<file path="config.mk">
export PLATFORM = sky130hd
export DESIGN_NAME = ps2_rx_evfifo
export DESIGN_NICKNAME = d
export VERILOG_FILES = /design/src/rtl/ps2_rx_evfifo.sv
export SDC_FILE = /design/constraint.sdc
export NUM_CORES = 1
export LEC_CHECK = 0
export CORE_MARGIN = 5
export CORE_UTILIZATION = 35
export DETAILED_ROUTE_END_ITERATION = 16
export GPL_TIMING_DRIVEN = 0
export HOLD_SLACK_MARGIN = 0.08
export PLACE_DENSITY_LB_ADDON = 0.15
export SLEW_MARGIN = 10
export SYNTH_ARGS = -nofsm -noshare
export SYNTH_HDL_FRONTEND = slang
export SYNTH_SLANG_ARGS = --single-unit
</file>
<file path="constraint.sdc">
create_clock -name clk -period 5.2 [get_ports clk]
set_input_delay 0.52 -clock clk [delete_from_list [all_inputs] [get_ports clk]]
set_output_delay 0.52 -clock clk [all_outputs]
set_load 0.005 [all_outputs]
</file>
<file path="src/rtl/ps2_rx_evfifo.sv">
// rtl/ps2_rx_evfifo.sv - PS/2 receiver with frame checks, watchdog, scan-code event decode and FIFO
module ps2_rx_evfifo #(
  parameter int DEPTH       = 8,
  parameter int MODE        = 0,
  parameter int TIMEOUT_CYC = 25000
) (
  input  logic                   clk,
  input  logic                   rst,
  input  logic                   ps2_clk,
  input  logic                   ps2_data,
  output logic                   rd_valid,
  input  logic                   rd_ready,
  output logic [9:0]             rd_data,
  output logic [$clog2(DEPTH):0] level,
  output logic                   overflow,
  output logic                   parity_err,
  output logic                   frame_err,
  input  logic                   err_clr
);
  localparam int AW = $clog2(DEPTH);
  localparam int TW = $clog2(TIMEOUT_CYC + 1);

  logic [2:0]    clk_sync_q;
  logic [1:0]    dat_sync_q;
  logic [3:0]    cnt_q, cnt_d;
  logic [8:0]    sr_q, sr_d;
  logic [TW-1:0] to_q, to_d;
  logic          byte_vld_q, byte_vld_d;
  logic [7:0]    byte_q, byte_d;
  logic          ext_q, ext_d, brk_q, brk_d;
  logic [AW:0]   wptr_q, rptr_q;
  logic          ovf_q, par_q, frm_q;
  logic [9:0]    mem_q [DEPTH];

  logic       fall, dat_bit, par_set, frm_set;
  logic       is_pfx, push_req, push_ok, pop, full, empty;
  logic [9:0] entry;

  assign fall    = clk_sync_q[2] & ~clk_sync_q[1];
  assign dat_bit = dat_sync_q[1];

  always_ff @(posedge clk) begin
    if (rst) begin
      clk_sync_q <= '1;
      dat_sync_q <= '1;
    end else begin
      clk_sync_q <= {clk_sync_q[1:0], ps2_clk};
      dat_sync_q <= {dat_sync_q[0], ps2_data};
    end
  end

  // Frame capture: data and parity shift in LSB first; the stop bit is judged without being stored.
  always_comb begin
    cnt_d      = cnt_q;
    sr_d       = sr_q;
    to_d       = to_q;
    byte_vld_d = 1'b0;
    byte_d     = byte_q;
    par_set    = 1'b0;
    frm_set    = 1'b0;
    if (fall) begin
      to_d = '0;
      if (cnt_q == 4'd0) begin
        if (!dat_bit) cnt_d = 4'd1;
      end else if (cnt_q == 4'd10) begin
        cnt_d = 4'd0;
        if (!dat_bit)           frm_set = 1'b1;
        else if (^sr_q == 1'b0) par_set = 1'b1;
        else begin
          byte_vld_d = 1'b1;
          byte_d     = sr_q[7:0];
        end
      end else begin
        sr_d  = {dat_bit, sr_q[8:1]};
        cnt_d = cnt_q + 4'd1;
      end
    end else if (cnt_q != 4'd0) begin
      if (to_q == TW'(TIMEOUT_CYC - 1)) begin
        cnt_d   = 4'd0;
        to_d    = '0;
        frm_set = 1'b1;
      end else begin
        to_d = to_q + 1'b1;
      end
    end else begin
      to_d = '0;
    end
  end

  always_comb begin
    is_pfx   = (MODE == 0) && ((byte_q == 8'hE0) || (byte_q == 8'hF0));
    push_req = byte_vld_q & ~is_pfx;
    entry    = (MODE == 0) ? {ext_q, brk_q, byte_q} : {2'b00, byte_q};
    ext_d    = ext_q;
    brk_d    = brk_q;
    if (byte_vld_q && (MODE == 0)) begin
      if (byte_q == 8'hE0)      ext_d = 1'b1;
      else if (byte_q == 8'hF0) brk_d = 1'b1;
      else begin
        ext_d = 1'b0;
        brk_d = 1'b0;
      end
    end
  end

  assign empty    = (wptr_q == rptr_q);
  assign full     = (wptr_q[AW] != rptr_q[AW]) && (wptr_q[AW-1:0] == rptr_q[AW-1:0]);
  assign rd_valid = ~empty;
  assign pop      = rd_valid & rd_ready;
  assign push_ok  = push_req & (~full | pop);
  // Gated so an empty FIFO presents zero rather than a stale entry.
  assign rd_data  = rd_valid ? mem_q[rptr_q[AW-1:0]] : 10'd0;
  assign level    = wptr_q - rptr_q;

  assign overflow   = ovf_q;
  assign parity_err = par_q;
  assign frame_err  = frm_q;

  always_ff @(posedge clk) begin
    if (rst) begin
      cnt_q      <= '0;
      sr_q       <= '0;
      to_q       <= '0;
      byte_vld_q <= 1'b0;
      byte_q     <= '0;
      ext_q      <= 1'b0;
      brk_q      <= 1'b0;
      wptr_q     <= '0;
      rptr_q     <= '0;
      ovf_q      <= 1'b0;
      par_q      <= 1'b0;
      frm_q      <= 1'b0;
    end else begin
      cnt_q      <= cnt_d;
      sr_q       <= sr_d;
      to_q       <= to_d;
      byte_vld_q <= byte_vld_d;
      byte_q     <= byte_d;
      ext_q      <= ext_d;
      brk_q      <= brk_d;
      if (push_ok) wptr_q <= wptr_q + 1'b1;
      if (pop)     rptr_q <= rptr_q + 1'b1;
      ovf_q      <= (ovf_q & ~err_clr) | (push_req & ~push_ok);
      par_q      <= (par_q & ~err_clr) | par_set;
      frm_q      <= (frm_q & ~err_clr) | frm_set;
    end
  end

  always_ff @(posedge clk) begin
    if (!rst && push_ok) mem_q[wptr_q[AW-1:0]] <= entry;
  end
endmodule

</file>
* Word-level counts from Yosys, hierarchy flattened
Memories as Yosys holds them, arrays and structs flattened. A register that Yosys moved wholly into a read port is not among the register bits. Cells that the tools add are included.
Storage, ports and cells: bits in registers 55, latch bits 0, bits in writable memories 80, bits in read-only memories 0, input port bits 6, output and inout bits 18, word-level logic and storage cells 95, memories 1
Operators by class: add/subtract/negate cells 5, multipliers 0, divide/modulo/power cells 0, order comparisons 0, eq/ne operators 9, shift-type cells 0, muxes and demuxes 26, bitwise operators 24, reductions and logical operators 16
Memory list:
- mem_q | words 8, width 10, rd ports 1, clocked after memory_dff 1, write ports 1, line 33 | logic [9:0] mem_q [DEPTH];
Operators by type and width (count):
- $mux 4 | 6
- $mux 1 | 17
- $eq 8x8->1 const B | 2
- $add 15x1->15 const B | 1
- $eq 15x15->1 const B | 1
- $add 4x1->4 const B | 3
- $not 1->1 | 12
- $mux 10 | 1
- $reduce_xor 9->1 | 1
- $and 1x1->1 | 8
- $mux 3 | 2
- $reduce_and 3->1 | 2
- $reduce_and 5->1 | 1
- $reduce_or 5->1 | 1
- $eq 4x4->1 | 1
- $eq 4x4->1 const B | 1
- $logic_not 4->1 | 1
- $or 1x1->1 | 4
- $reduce_and 2->1 | 2
- $reduce_bool 2->1 | 2
- $reduce_bool 4->1 | 1
- $reduce_or 4->1 | 1
- $sub 4x4->4 | 1
- $eq 3x3->1 | 1
- other kinds (6) | 7

* Logic depth before layout (Yosys ltp)
Gate-level depths: netlist of the first run.
word-level depth 8, mapped depth 8, gate-level depth less buffers 7

* Least setup slack after synthesis of the first run
No wires, ideal clock.
kind reg2reg, start point reg wptr_q[0], end point mem mem_q[4][0] (enable), setup time 390 ps, arrival 2129 ps, required time 4810 ps, slack 2682 ps, stages on the path, launching flop included 8, path buffers 0, period minus slack after synthesis 2518 ps, path through dfxtp_1 -> inv_1 -> ha_1 -> nand3_1 -> nor3_1 -> nor2b_1 -> nand3b_1 -> nor3_1
Between the ends: cells in the longest elaborated chain, start to end 8, elaborated cells between the ends (all ways) 11, those cells by class 2 x eq/ne; 2 x mux; 5 x bitwise; 2 x reduce/logical
Ends and longest elaborated chain:
- from (decl) | line 31 | logic [AW:0] wptr_q, rptr_q;
- from (signal assigned) | line 141 | if (push_ok) wptr_q <= wptr_q + 1'b1;
- $eq 4x4->1 or $eq 3x3->1 (tied branches) | line 106, 107
- $not 1->1 or $logic_and 1x1->1 (tied branches) | line 108, 107
- $and 1x1->1 or $not 1->1 (tied branches) | line 109, 110
- $or 1x1->1 | line 110 | assign push_ok = push_req & (~full | pop);
- $and 1x1->1 | line 110
- $logic_and 1x1->1 | line 150 | if (!rst && push_ok) mem_q[wptr_q[AW-1:0]] <= entry;
- $mux 1 | line 150
- $mux 1 (implied by the code) | line 150
- to (decl) | line 33
Parallel ways exist; a longest one is shown, timed or not.

* Worst setup path after layout of the first run
start point reg wptr_q[0], end point out rd_data[6]
Between the ends: cells in the longest elaborated chain, start to end 2
Ends and longest elaborated chain:
- $eq 4x4->1 | line 106 | assign empty = (wptr_q == rptr_q);
- $mux 10 | line 112 | assign rd_data = rd_valid ? mem_q[rptr_q[AW-1:0]] : 10'd0;
- to (decl) | line 13 | output logic [9:0] rd_data,
No other way between the ends.

==> results of run 1 <==
metrics by stage:
step	setup slack [ns]	instance area [sq um]	std cells	utilization [%]
4_1_cts	1.892	6724	689	42.48
5_1_grt	1.699	6726	689	42.50
6_report	1.962	6726	689	42.50
2_1_floorplan	2.682	5610	417	-
3_5_place_dp	2.027	6130	657	38.73
3_3_place_gp	1.564	6101	655	38.55
power breakdown:
group,internal (mW),switching [mW],leakage [nW],total [mW]
Clock,0.798,0.424,0.288,1.22
Sequential,1.14,0.000846,1.21,1.15
Combinational,0.00706,0.00921,0.760,0.0163
Total,1.95,0.434,2.26,2.38
how the worst max path moves through the flow:
stage,start,end,slack [ns],cells after the start
2_1_floorplan,wptr_q[0]$_SDFFE_PP0P_,mem_q[4][0]$_DFFE_PP_,2.68,7
3_3_place_gp,byte_q[2]$_SDFFE_PP0P_,mem_q[4][7]$_DFFE_PP_,1.56,5
3_5_place_dp,byte_q[2]$_SDFFE_PP0P_,mem_q[7][1]$_DFFE_PP_,2.03,5
4_1_cts,wptr_q[0]$_SDFFE_PP0P_,rd_data[6],1.89,6
5_1_grt,wptr_q[0]$_SDFFE_PP0P_,rd_data[2],1.70,6
6_report,wptr_q[0]$_SDFFE_PP0P_,rd_data[6],1.96,6
state kept, by name, summed over array words and instances (netlist names), 2 cells and up, named ones only:
signal / count
wptr_q: 4
byte_q: 8
cnt_q: 4
to_q: 15
rptr_q: 4
clk_sync_q: 3
mem_q: 80
sr_q: 9
dat_sync_q: 2
logic make-up (layout without fill, tap and decap cells):
logic type,Yosys count,after routing,share of synthesized area [%]
simple gates,141,141,11.75
flops,138,138,63.51
mux,42,42,12.18
buf+inv,32,88,2.721
compound gates,27,27,2.699
xor+xnor,27,27,4.772
fa+ha+maj,10,10,2.364
final cells by class:
type / count / area [sq um] / share of cell area (%)
sequential: 138 / 3563 / 52.98
clock inverter: 9 / 146.4 / 2.176
clock buffer: 23 / 447.9 / 6.659
timing repair buffer: 24 / 239.0 / 3.553
tap: 216 / 270.3 / 4.018
inverter: 17 / 63.81 / 0.9487
multi-input combinational: 247 / 1907 / 28.35
buffer: 15 / 88.84 / 1.321
cells in the mapped netlist (9+ instances only):
cell      count  share of area (%)
dfxtp_1      58                 21
inv_1        17                1.1
a21oi_1      16                1.4
nand2_1      30                2.0
mux4_2       20                8.0
nor3_1       10               0.89
mux2i_1      21                3.7
nand3_1      12                1.1
xnor2_1      18                2.8
edfxtp_1     80                 43
nor2_1       60                4.0
ha_1          9                2.0
metal layers:
layer	global-route usage, %	up-vias	part of all wire, %
li1	-	1587	-
met1	16.77	1577	47
met2	20.65	49	48
met3	3.529	6	3.5
met4	5.039	0	0.96
met5	0	-	0
critical path, delay by kind of cell (launching register included):
family | cells | cell delay [ns]
buffers and inverters | 3 | 1.11
flip-flops | 1 | 0.48
AND/OR/NAND/NOR | 2 | 0.39
adder cells (fa/ha/maj) | 1 | 0.33
==> metrics.log, run 1 <==
[metrics] fin nets: 476
[metrics] setup repair after global routing missed its margin: no
[metrics] routed vias/inst: 4.672
[metrics] Avg Cell Area, Syn: 13.45 sq um
[metrics] clock edge transition at the registers on the reported setup and hold paths: 0.05 ns
[metrics] stage delay of the slowest cell on the critical path: 0.52 ns
[metrics] number of synthesized flops with an enable pin: 80
[metrics] Max-Cap Viols: 0
[metrics] most frequent standard cell in the layout excluding fill and tap cells: edfxtp_1
[metrics] r2r startpoint: byte_q[2]$_SDFFE_PP0P_
[metrics] wire length of the first global-routing pass: 17.66 mm
[metrics] sequential fraction of the synthesis area: 63.51%
[metrics] CTS HTree Levels: 4
[metrics] Setup violations, final: 0
[metrics] overall routed net length: 11.19 mm
[metrics] maximum number of pins on one net before global-route repair: 17
[metrics] asr flop ratio synth: 0%
[metrics] CTS buffer count: 17
[metrics] ratio of cells with drive above 1 in the final layout: 13.53%
[metrics] synthesized netlist cell count: 417
[metrics] area of the core region: 15830 sq um
[metrics] launching element type of the critical path: register
[metrics] reg-to-reg endpoint: mem_q[5][1]$_DFFE_PP_
[metrics] status: finished clean
[metrics] post-detailed-route count of antenna-violating nets: 0
[metrics] gp weighted congestion: 0.7538
[metrics] Clock Sinks: 138
[metrics] setup slack of the worst register-to-register path: 2.12 ns
[metrics] distinct cell type count of the synthesized netlist: 44
[metrics] CP Cell Sequence: inv_1 > ha_1 > and4_1 > clkbuf_1 > nor2_1 > clkdlybuf4s50_1
[metrics] clock root buffer: clkbuf_16
[metrics] final critical-path share of the clock period: 62.27%
[metrics] synthesis-to-layout area growth: 19.89%
[metrics] final hold viol count: 0
[metrics] final worst clock skew: 0.005487 ns
[metrics] count of cells resized by post-cts repair: 0
[metrics] Worst Hold Endpoint: parity_err$_SDFF_PP0_
[metrics] maximum clock path buffer count: 2
[metrics] later-pin clock latency in the skew report: 0.41 ns
[metrics] Least-Margin Pin Slew: 1.168 ns
[metrics] smallest hold slack: 0.3799 ns
[metrics] die boundary width: 136.6 um
[metrics] number of global-route vias before repair: 3195
[metrics] Post-synth top flop: edfxtp_1
[metrics] GRT Residual Overflow: 0
[metrics] overall power of the completed layout: 2.385 mW
[metrics] fmax: 0.3088 GHz
[metrics] initial DRC count: 158
[metrics] first-pass iteration count of the detailed router: 4
[metrics] max-slew violation count: 0
[metrics] floorplan row count: 46
[metrics] global-route total usage across every layer: 12.93%
[metrics] setup_tns: 0 ns
[metrics] startpoint of the most critical hold path: rst
[metrics] net count after synthesis: 433
[metrics] number of hold-repair buffers added at the cts stage: 0
[metrics] Static Leak: 2.257 nW
[metrics] I/O pin count: 24
[metrics] detailed-route via count: 3219
[metrics] Pwr per Cell Area: 354.5 nW/um^2
[metrics] overall die area: 18660 sq um
[metrics] wire per inst: 16.24 um
[metrics] Max-Slew Margin vs Limit: 21.87%
[metrics] Yosys warning count: 0
[metrics] clock tree from TritonCTS: built
[metrics] post-route DRC violation count: 0
[metrics] Worst R2R Path Depth: 5
[metrics] Starting Density: 35.45%
[metrics] post-synthesis instance area: 5610 sq um
[metrics] Max FO, Critical Path: 10
[metrics] final period demand of the worst path: 3.238 ns
[metrics] Final HPWL DP: 7.354 mm
[metrics] post-synthesis sequential element count: 138
[metrics] CP required: 4.68 ns
[metrics] IO Port Bufs: 22
[metrics] number of setup buffers added after CTS: 0
[metrics] number of stages on the worst hold path: 2
[metrics] data arrival time of the critical path: 2.72 ns
[metrics] path type of the worst min-delay path: input pin to register
[metrics] Antenna diodes: 0
[metrics] largest voltage drop on the vdd net: 238.8 uV
[metrics] Critical Setup Path Class: register to output pin
[metrics] critical-path cell with the highest stage delay: clkbuf_1
[metrics] leading cell types in the layout, fill and taps excluded: edfxtp_1 (80), nor2_1 (59), dfxtp_1 (58), nand2_1 (30), clkdlybuf4s50_1 (22)
[metrics] number of filler cells placed in the layout: 1479
[metrics] number of antenna violations at the first check in global routing: 0
[metrics] critical path capture point type: output pin
[metrics] y dimension of the die: 136.6 um
Power figures use the tool's default switching activity.
==> inputs of run 2 (changes only) <==
==> constraint.sdc (replaced) <==
create_clock -name clk -period 2.9 [get_ports clk]
set_input_delay 0.29 -clock clk [delete_from_list [all_inputs] [get_ports clk]]
set_output_delay 0.29 -clock clk [all_outputs]
set_load 0.005 [all_outputs]
==> run 2 against run 1 <==
  * Sequential power is 78% higher
  * Cell count is 0.15% higher
  * Flip-flop and latch count stayed put
  * Via count is 0.50% lower
  * Clock skew is 0.00068 ns lower
  * Count of clock-buffer cells in the layout stayed put
  * Total power is 79% higher
  * Critical endpoint unchanged
  * Worst setup slack worse by 1.8 ns
  * First-iteration DRC count is 13% lower
  * Die area stayed put
==> metrics.log, run 2 (synthesis gave the netlist of run 1 again) <==
[metrics] status: finished clean (unchanged)
[metrics] overall routed net length: 11.19 mm (about the same)
[metrics] Critical Setup Path Class: register to output pin (unchanged)
[metrics] y dimension of the die: 136.6 um (unchanged)
[metrics] Least-Margin Pin Slew: 0.9164 ns (was 1.168 ns)
[metrics] Setup violations, final: 0 (unchanged)
[metrics] total instance count after detailed placement: 657 (unchanged)
[metrics] maximum clock path buffer count: 2 (unchanged)
[metrics] final worst clock skew: 0.004806 ns (was 0.005487 ns)
[metrics] area taken by multi-input logic gates: 1947 sq um (was 1907 sq um)
[metrics] gp weighted congestion: 0.7538 (unchanged)
[metrics] fmax: 0.3649 GHz
[metrics] routed length on met1: 5.271 mm (was 5.312 mm)
[metrics] clock edge transition at the registers on the reported setup and hold paths: 0.06 ns (was 0.05 ns)
[metrics] floorplan row count: 46 (unchanged)
[metrics] I/O pin count: 24 (unchanged)
[metrics] routed vias/inst: 4.642 (was 4.672)
[metrics] post-route DRC violation count: 0 (unchanged)
[metrics] net switching power of the design: 0.7795 mW (was 0.4345 mW)
[metrics] overall die area: 18660 sq um (unchanged)
[metrics] Static Leak: 2.259 nW (was 2.257 nW)
[metrics] setup repair after global routing missed its margin: no (unchanged)
[metrics] most frequent standard cell in the layout excluding fill and tap cells: edfxtp_1 (unchanged)
[metrics] first-pass iteration count of the detailed router: 4 (unchanged)
[metrics] die boundary width: 136.6 um (unchanged)
[metrics] Worst Setup EP: rd_data[6] (unchanged)
[metrics] clock root buffer: clkbuf_16 (unchanged)
[metrics] number of global-route vias before repair: 3195 (unchanged)
[metrics] CTS HTree Levels: 4 (unchanged)
[metrics] post-detailed-route count of antenna-violating nets: 0 (unchanged)
[metrics] path type of the worst min-delay path: input pin to register (unchanged)
[metrics] maximum number of pins on one net before global-route repair: 17 (unchanged)
[metrics] critical path capture point type: output pin (unchanged)
[metrics] Max-Cap Viols: 0 (unchanged)
[metrics] Reg power frac: 48.0% (about the same)
[metrics] ratio of cells with drive above 1 in the final layout: 15.61% (was 13.53%)
[metrics] stage delay of the slowest cell on the critical path: 0.60 ns (was 0.52 ns)
[metrics] critical-path cell with the highest stage delay: clkbuf_1 (unchanged)
[metrics] Antenna diodes: 0 (unchanged)
[metrics] Max-Slew Margin vs Limit: 38.91% (was 21.87%)
[metrics] Comb power frac: 0.7% (about the same)
[metrics] IO Port Bufs: 22 (unchanged)
[metrics] leading cell types in the layout, fill and taps excluded: edfxtp_1 (80), dfxtp_1 (56), nor2_1 (54), nand2_1 (30), clkdlybuf4s50_1 (22) (was edfxtp_1 (80), nor2_1 (59), dfxtp_1 (58), nand2_1 (30), clkdlybuf4s50_1 (22))
[metrics] fin worst setup slack: 0.1599 ns (was 1.962 ns)
[metrics] final hold viol count: 0 (unchanged)
[metrics] CP Cell Sequence: clkbuf_1 > mux4_2 > mux2i_1 > nor2_1 > clkdlybuf4s50_1 (was inv_1 > ha_1 > and4_1 > clkbuf_1 > nor2_1 > clkdlybuf4s50_1)
[metrics] wire length of the first global-routing pass: 17.66 mm (about the same)
[metrics] global-route total usage across every layer: 12.93% (about the same)
[metrics] launching element type of the critical path: register (unchanged)
[metrics] final period demand of the worst path: 2.740 ns
[metrics] met3 wirelength from detailed routing: 380 um (was 392 um)
[metrics] Register Area: 3566 sq um (was 3563 sq um)
[metrics] largest voltage drop on the vdd net: 429.7 uV (was 238.8 uV)
[metrics] area of the core region: 15830 sq um (unchanged)
[metrics] max-slew violation count: 0 (unchanged)
[metrics] CP required: 2.61 ns (was 4.68 ns)
[metrics] Internal Power: 3.497 mW (was 1.950 mW)
[metrics] Clock Sinks: 138 (unchanged)
[metrics] worst setup slack after placement: -0.2725 ns (was 2.027 ns)
[metrics] clock group share of total power: 51.3% (about the same)
[metrics] reg-to-reg endpoint: mem_q[4][3]$_DFFE_PP_ (was mem_q[5][1]$_DFFE_PP_)
[metrics] setup slack of the worst register-to-register path: 0.28 ns (was 2.12 ns)
[metrics] Starting Density: 35.45% (unchanged)
[metrics] final critical-path share of the clock period: 94.49%
[metrics] wire per inst: 16.21 um (was 16.24 um)
[metrics] Worst R2R Path Depth: 6 (was 5)
[metrics] r2r startpoint: byte_q[2]$_SDFFE_PP0P_ (unchanged)
[metrics] CTS buffer count: 17 (unchanged)
[metrics] GRT Residual Overflow: 0 (unchanged)
[metrics] synthesis-to-layout area growth: 20.81% (was 19.89%)
[metrics] Final HPWL DP: 7.354 mm (unchanged)
[metrics] number of antenna violations at the first check in global routing: 0 (unchanged)
[metrics] number of filler cells placed in the layout: 1480 (was 1479)
[metrics] later-pin clock latency in the skew report: 0.41 ns (about the same)
[metrics] data arrival time of the critical path: 2.45 ns (was 2.72 ns)
[metrics] highest signal layer in the routed design: met4 (unchanged)
[metrics] Pwr per Cell Area: 630.9 nW/um^2 (was 354.5 nW/um^2)
[metrics] fin nets: 477 (was 476)
[metrics] max FFs per register: 80 (unchanged)
[metrics] net switching share of the total power: 18.23% (was 18.22%)
[metrics] initial DRC count: 138 (was 158)
[metrics] Detail Route met2 WL: 5.373 mm (was 5.374 mm)
[metrics] Cell Count, Final, Fillers Out: 690 (was 689)
[metrics] detailed-route via count: 3203 (was 3219)
[metrics] clock tree from TritonCTS: built (unchanged)
[metrics] Max FO, Critical Path: 10 (unchanged)
==> run 2: final cells by class <==
type / instances / area share [%]
flip-flops and latches: 138 / 52.61
inverters: 17 / 0.9415
clock inverters: 9 / 2.160
well taps: 216 / 3.987
plain buffers: 15 / 1.329
multi-input cells: 247 / 28.72
clock buffers: 23 / 6.609
repair buffers: 25 / 3.637
==> run 2: critical path, delay by kind of cell (launching register included) <==
kind	cells	cell delay, ns
mux	2	0.41
simple gates	1	0.18
flops	1	0.32
buf+inv	2	1.13
==> run 2: worst min-delay path by stage <==
| stage | cells after the start | endpoint | start |
|---|---|---|---|
| final | 2 | parity_err$_SDFF_PP0_ | rst |
| after global routing | 2 | dat_sync_q[1]$_SDFF_PP1_ | rst |
| after CTS | 2 | dat_sync_q[1]$_SDFF_PP1_ | rst |
| after detailed placement | 1 | dat_sync_q[1]$_SDFF_PP1_ | dat_sync_q[0]$_SDFF_PP1_ |
| after global placement | 1 | clk_sync_q[1]$_SDFF_PP1_ | clk_sync_q[0]$_SDFF_PP1_ |
| after floorplan | 1 | clk_sync_q[1]$_SDFF_PP1_ | clk_sync_q[0]$_SDFF_PP1_ |
==> run 2: metrics by stage <==
stage	util (%)	hold WS, ns	total power, mW	area, sq um	setup TNS (ns)
after floorplan	-	0.3895	2.111	5610	0
after global placement	38.55	0.3919	2.125	6101	-21.49
after detailed placement	38.73	0.3957	2.125	6130	-12.81
after CTS	42.54	0.1314	4.323	6733	-7.684
after global routing	42.82	0.1287	4.429	6778	0
final	42.82	0.1455	4.276	6778	0
==> run 2: per-layer routing <==
| layer | up-vias | track usage, % |
|---|---|---|
| li1 | 1589 | - |
| met4 | 0 | 5.039 |
| met5 | - | 0 |
| met3 | 11 | 3.529 |
| met2 | 48 | 20.65 |
| met1 | 1555 | 16.75 |
==> run 2: power by group through the flow <==
| stage | Sequential, mW | Clock, mW | Combinational [mW] |
|---|---|---|---|
| after floorplan | 2.10 | 0 | 0.0164 |
| after global placement | 2.10 | 0 | 0.0292 |
| after detailed placement | 2.10 | 0 | 0.0296 |
| after CTS | 2.05 | 2.24 | 0.0296 |
| after global routing | 2.05 | 2.34 | 0.0314 |
| final | 2.05 | 2.19 | 0.0292 |
==> run 2: timing repair <==
action,in CTS,in global routing
setup endpoints to repair,70,85
pin swaps,0,1
resized for setup,4,10
buffers inserted,0,1
hold buffers,0,0
gates cloned,0,0
==> inputs of run 3 (changes only) <==
--- a/config.mk
+++ b/config.mk
@@ -8,7 +8,6 @@
 export CORE_MARGIN = 5
 export CORE_UTILIZATION = 35
 export DETAILED_ROUTE_END_ITERATION = 16
-export GPL_TIMING_DRIVEN = 0
 export HOLD_SLACK_MARGIN = 0.08
 export PLACE_DENSITY_LB_ADDON = 0.15
 export SLEW_MARGIN = 10
==> run 3 against run 2 <==
  * Non-clock buffer count decreased by 3
  * Largest power group unchanged
  * Cell count decreased by 0.43%
  * Sequential share of layout area increased by 0.34 points
  * Sequential power about the same
  * Register-to-register slack improved by 0.36 ns
  * Wire length decreased by 3.9%
  * Cell area decreased by 0.72%
  * Flip-flop and latch count unchanged
==> metrics.log, run 3 (synthesis gave the netlist of run 1 again) <==
[metrics] wire per inst: 15.64 um (was 16.21 um)
[metrics] post-detailed-route count of antenna-violating nets: 0 (unchanged)
[metrics] r2r startpoint: wptr_q[0]$_SDFFE_PP0P_ (was byte_q[2]$_SDFFE_PP0P_)
[metrics] global-route total usage across every layer: 12.75% (was 12.93%)
[metrics] number of global-route vias before repair: 3276 (was 3195)
[metrics] reg-to-reg endpoint: mem_q[4][9]$_DFFE_PP_ (was mem_q[4][3]$_DFFE_PP_)
[metrics] leading cell types in the layout, fill and taps excluded: edfxtp_1 (80), nor2_1 (60), dfxtp_1 (58), nand2_1 (30), clkdlybuf4s50_1 (23) (was edfxtp_1 (80), dfxtp_1 (56), nor2_1 (54), nand2_1 (30), clkdlybuf4s50_1 (22))
[metrics] CTS HTree Levels: 4 (unchanged)
[metrics] smallest hold slack: 0.4045 ns (was 0.1455 ns)
[metrics] Critical Setup Path Class: register to output pin (unchanged)
[metrics] net switching share of the total power: 18.32% (was 18.23%)
[metrics] Max FO, Critical Path: 11 (was 10)
[metrics] status: finished clean (unchanged)
[metrics] Reg power frac: 48.6% (was 48.0%)
[metrics] path type of the worst min-delay path: register to register (was input pin to register)
[metrics] Antenna diodes: 0 (unchanged)
[metrics] later-pin clock latency in the skew report: 0.41 ns (about the same)
[metrics] fmax: 0.3865 GHz (was 0.3649 GHz)
[metrics] overall die area: 18660 sq um (unchanged)
[metrics] max FFs per register: 80 (unchanged)
[metrics] fin nets: 474 (was 477)
[metrics] first-pass iteration count of the detailed router: 4 (unchanged)
[metrics] Final HPWL DP: 6.949 mm (was 7.354 mm)
[metrics] final hold viol count: 0 (unchanged)
[metrics] wire length of the first global-routing pass: 17.62 mm (was 17.66 mm)
[metrics] CP required: 2.61 ns (about the same)
[metrics] most frequent standard cell in the layout excluding fill and tap cells: edfxtp_1 (unchanged)
[metrics] GRT Residual Overflow: 0 (unchanged)
[metrics] I/O pin count: 24 (unchanged)
[metrics] ratio of cells with drive above 1 in the final layout: 14.65% (was 15.61%)
[metrics] Design Area, Final: 6729 sq um (was 6778 sq um)
[metrics] final period demand of the worst path: 2.587 ns (was 2.740 ns)
[metrics] Worst R2R Path Depth: 8 (was 6)
[metrics] final worst clock skew: 0.01022 ns (was 0.004806 ns)
[metrics] gp weighted congestion: 0.7402 (was 0.7538)
[metrics] number of setup buffers added after CTS: 0 (unchanged)
[metrics] CTS buffer count: 17 (unchanged)
[metrics] startpoint of the most critical hold path: dat_sync_q[0]$_SDFF_PP1_ (was rst)
[metrics] routed vias/inst: 4.655 (was 4.642)
[metrics] maximum number of pins on one net before global-route repair: 29 (was 17)
[metrics] Final Core Density: 42.51% (was 42.82%)
[metrics] net switching power of the design: 0.7746 mW (was 0.7795 mW)
[metrics] synthesis-to-layout area growth: 19.94% (was 20.81%)
[metrics] clock edge transition at the registers on the reported setup and hold paths: 0.06 ns (about the same)
[metrics] data arrival time of the critical path: 2.30 ns (was 2.45 ns)
[metrics] total instance count after detailed placement: 655 (was 657)
[metrics] setup slack of the worst register-to-register path: 0.64 ns (was 0.28 ns)
[metrics] setup_tns: 0 ns (unchanged)
[metrics] area of the core region: 15830 sq um (unchanged)
[metrics] detailed-route via count: 3198 (was 3203)
[metrics] y dimension of the die: 136.6 um (unchanged)
[metrics] largest voltage drop on the vdd net: 412.3 uV (was 429.7 uV)
[metrics] area of placed instances: 6140 sq um (was 6130 sq um)
[metrics] floorplan row count: 46 (unchanged)
[metrics] Starting Density: 35.45% (unchanged)
[metrics] clock group share of total power: 50.8% (was 51.3%)
[metrics] Pwr per Cell Area: 628.2 nW/um^2 (was 630.9 nW/um^2)
[metrics] Static Leak: 2.270 nW (was 2.259 nW)
[metrics] IO Port Bufs: 23 (was 22)
[metrics] launching element type of the critical path: register (unchanged)
[metrics] Max-Slew Margin vs Limit: 48.96% (was 38.91%)
[metrics] number of stages on the worst hold path: 1 (was 2)
[metrics] clock tree from TritonCTS: built (unchanged)
[metrics] count of cells resized by post-cts repair: 0 (was 4)
[metrics] Worst Hold Endpoint: dat_sync_q[1]$_SDFF_PP1_ (was parity_err$_SDFF_PP0_)
[metrics] clock root buffer: clkbuf_16 (unchanged)
[metrics] initial DRC count: 126 (was 138)
[metrics] maximum clock path buffer count: 2 (unchanged)
[metrics] die boundary width: 136.6 um (unchanged)
[metrics] Cell Count, Final, Fillers Out: 687 (was 690)
[metrics] Internal Power: 3.453 mW (was 3.497 mW)
[metrics] overall routed net length: 10.75 mm (was 11.19 mm)
[metrics] number of antenna violations at the first check in global routing: 0 (unchanged)
[metrics] max-slew violation count: 0 (unchanged)
[metrics] post-route DRC violation count: 0 (unchanged)
[metrics] Max-Cap Viols: 0 (unchanged)
[metrics] Setup violations, final: 0 (unchanged)
[metrics] final critical-path share of the clock period: 89.22% (was 94.49%)
[metrics] Clock Sinks: 138 (unchanged)
[metrics] Least-Margin Pin Slew: 0.7627 ns (was 0.9164 ns)
[metrics] critical path capture point type: output pin (unchanged)
[metrics] Comb power frac: 0.6% (was 0.7%)
[metrics] setup repair after global routing missed its margin: no (unchanged)
[metrics] number of hold-repair buffers added at the cts stage: 0 (unchanged)
## run 3: power by group through the flow
stage / combinational (mW) / sequential, mW / clock (mW)
6_report: 0.0263 / 2.05 / 2.15
3_3_place_gp: 0.0265 / 2.10 / 0
4_1_cts: 0.0268 / 2.05 / 2.20
5_1_grt: 0.0291 / 2.05 / 2.28
3_5_place_dp: 0.0267 / 2.10 / 0
2_1_floorplan: 0.0164 / 2.10 / 0
## run 3: final cells by class
cell class	instances	area, sq um
tap	216	270.3
clock buffer	23	467.9
clock inverter	9	121.4
fill	1463	9099
sequential	138	3563
timing repair buffer	37	347.8
inverter	17	63.81
multi-input combinational	247	1894
## run 3: worst max-delay path by stage
stage	startpoint	to	slack, ns	cells past startpoint
3_3_place_gp	wptr_q[0]$_SDFFE_PP0P_	mem_q[4][2]$_DFFE_PP_	0.69	8
6_report	wptr_q[0]$_SDFFE_PP0P_	rd_data[5]	0.31	6
5_1_grt	rptr_q[1]$_SDFFE_PP0N_	rd_data[0]	0.21	6
2_1_floorplan	wptr_q[0]$_SDFFE_PP0P_	mem_q[4][0]$_DFFE_PP_	0.38	7
3_5_place_dp	wptr_q[0]$_SDFFE_PP0P_	mem_q[4][2]$_DFFE_PP_	0.64	8
4_1_cts	wptr_q[0]$_SDFFE_PP0P_	rd_data[1]	0.28	6
## run 3: worst max-delay path, stage by stage, from the launching register on
cell	delay (ns)
dfxtp_1	0.45
inv_1	0.10
ha_1	0.33
and4_1	0.16
buf_4	0.19
nor2_1	0.14
clkdlybuf4s50_1	0.52
## run 3: through the flow
| step | total power, mW | worst slack [ns] |
|---|---|---|
| floorplan | 2.111 | 0.3816 |
| global placement | 2.122 | 0.6940 |
| detailed placement | 2.122 | 0.6450 |
| CTS | 4.278 | 0.2847 |
| global route | 4.365 | 0.2058 |
| finish | 4.227 | 0.3126 |
## run 3: layer usage
layer / vias up / GRT usage, % / routed length, um
met5: - / 0 / 0
met4: 0 / 6.383 / 242
met3: 16 / 2.941 / 288
met2: 39 / 20.24 / 5200
met1: 1560 / 16.37 / 5014
li1: 1583 / - / -
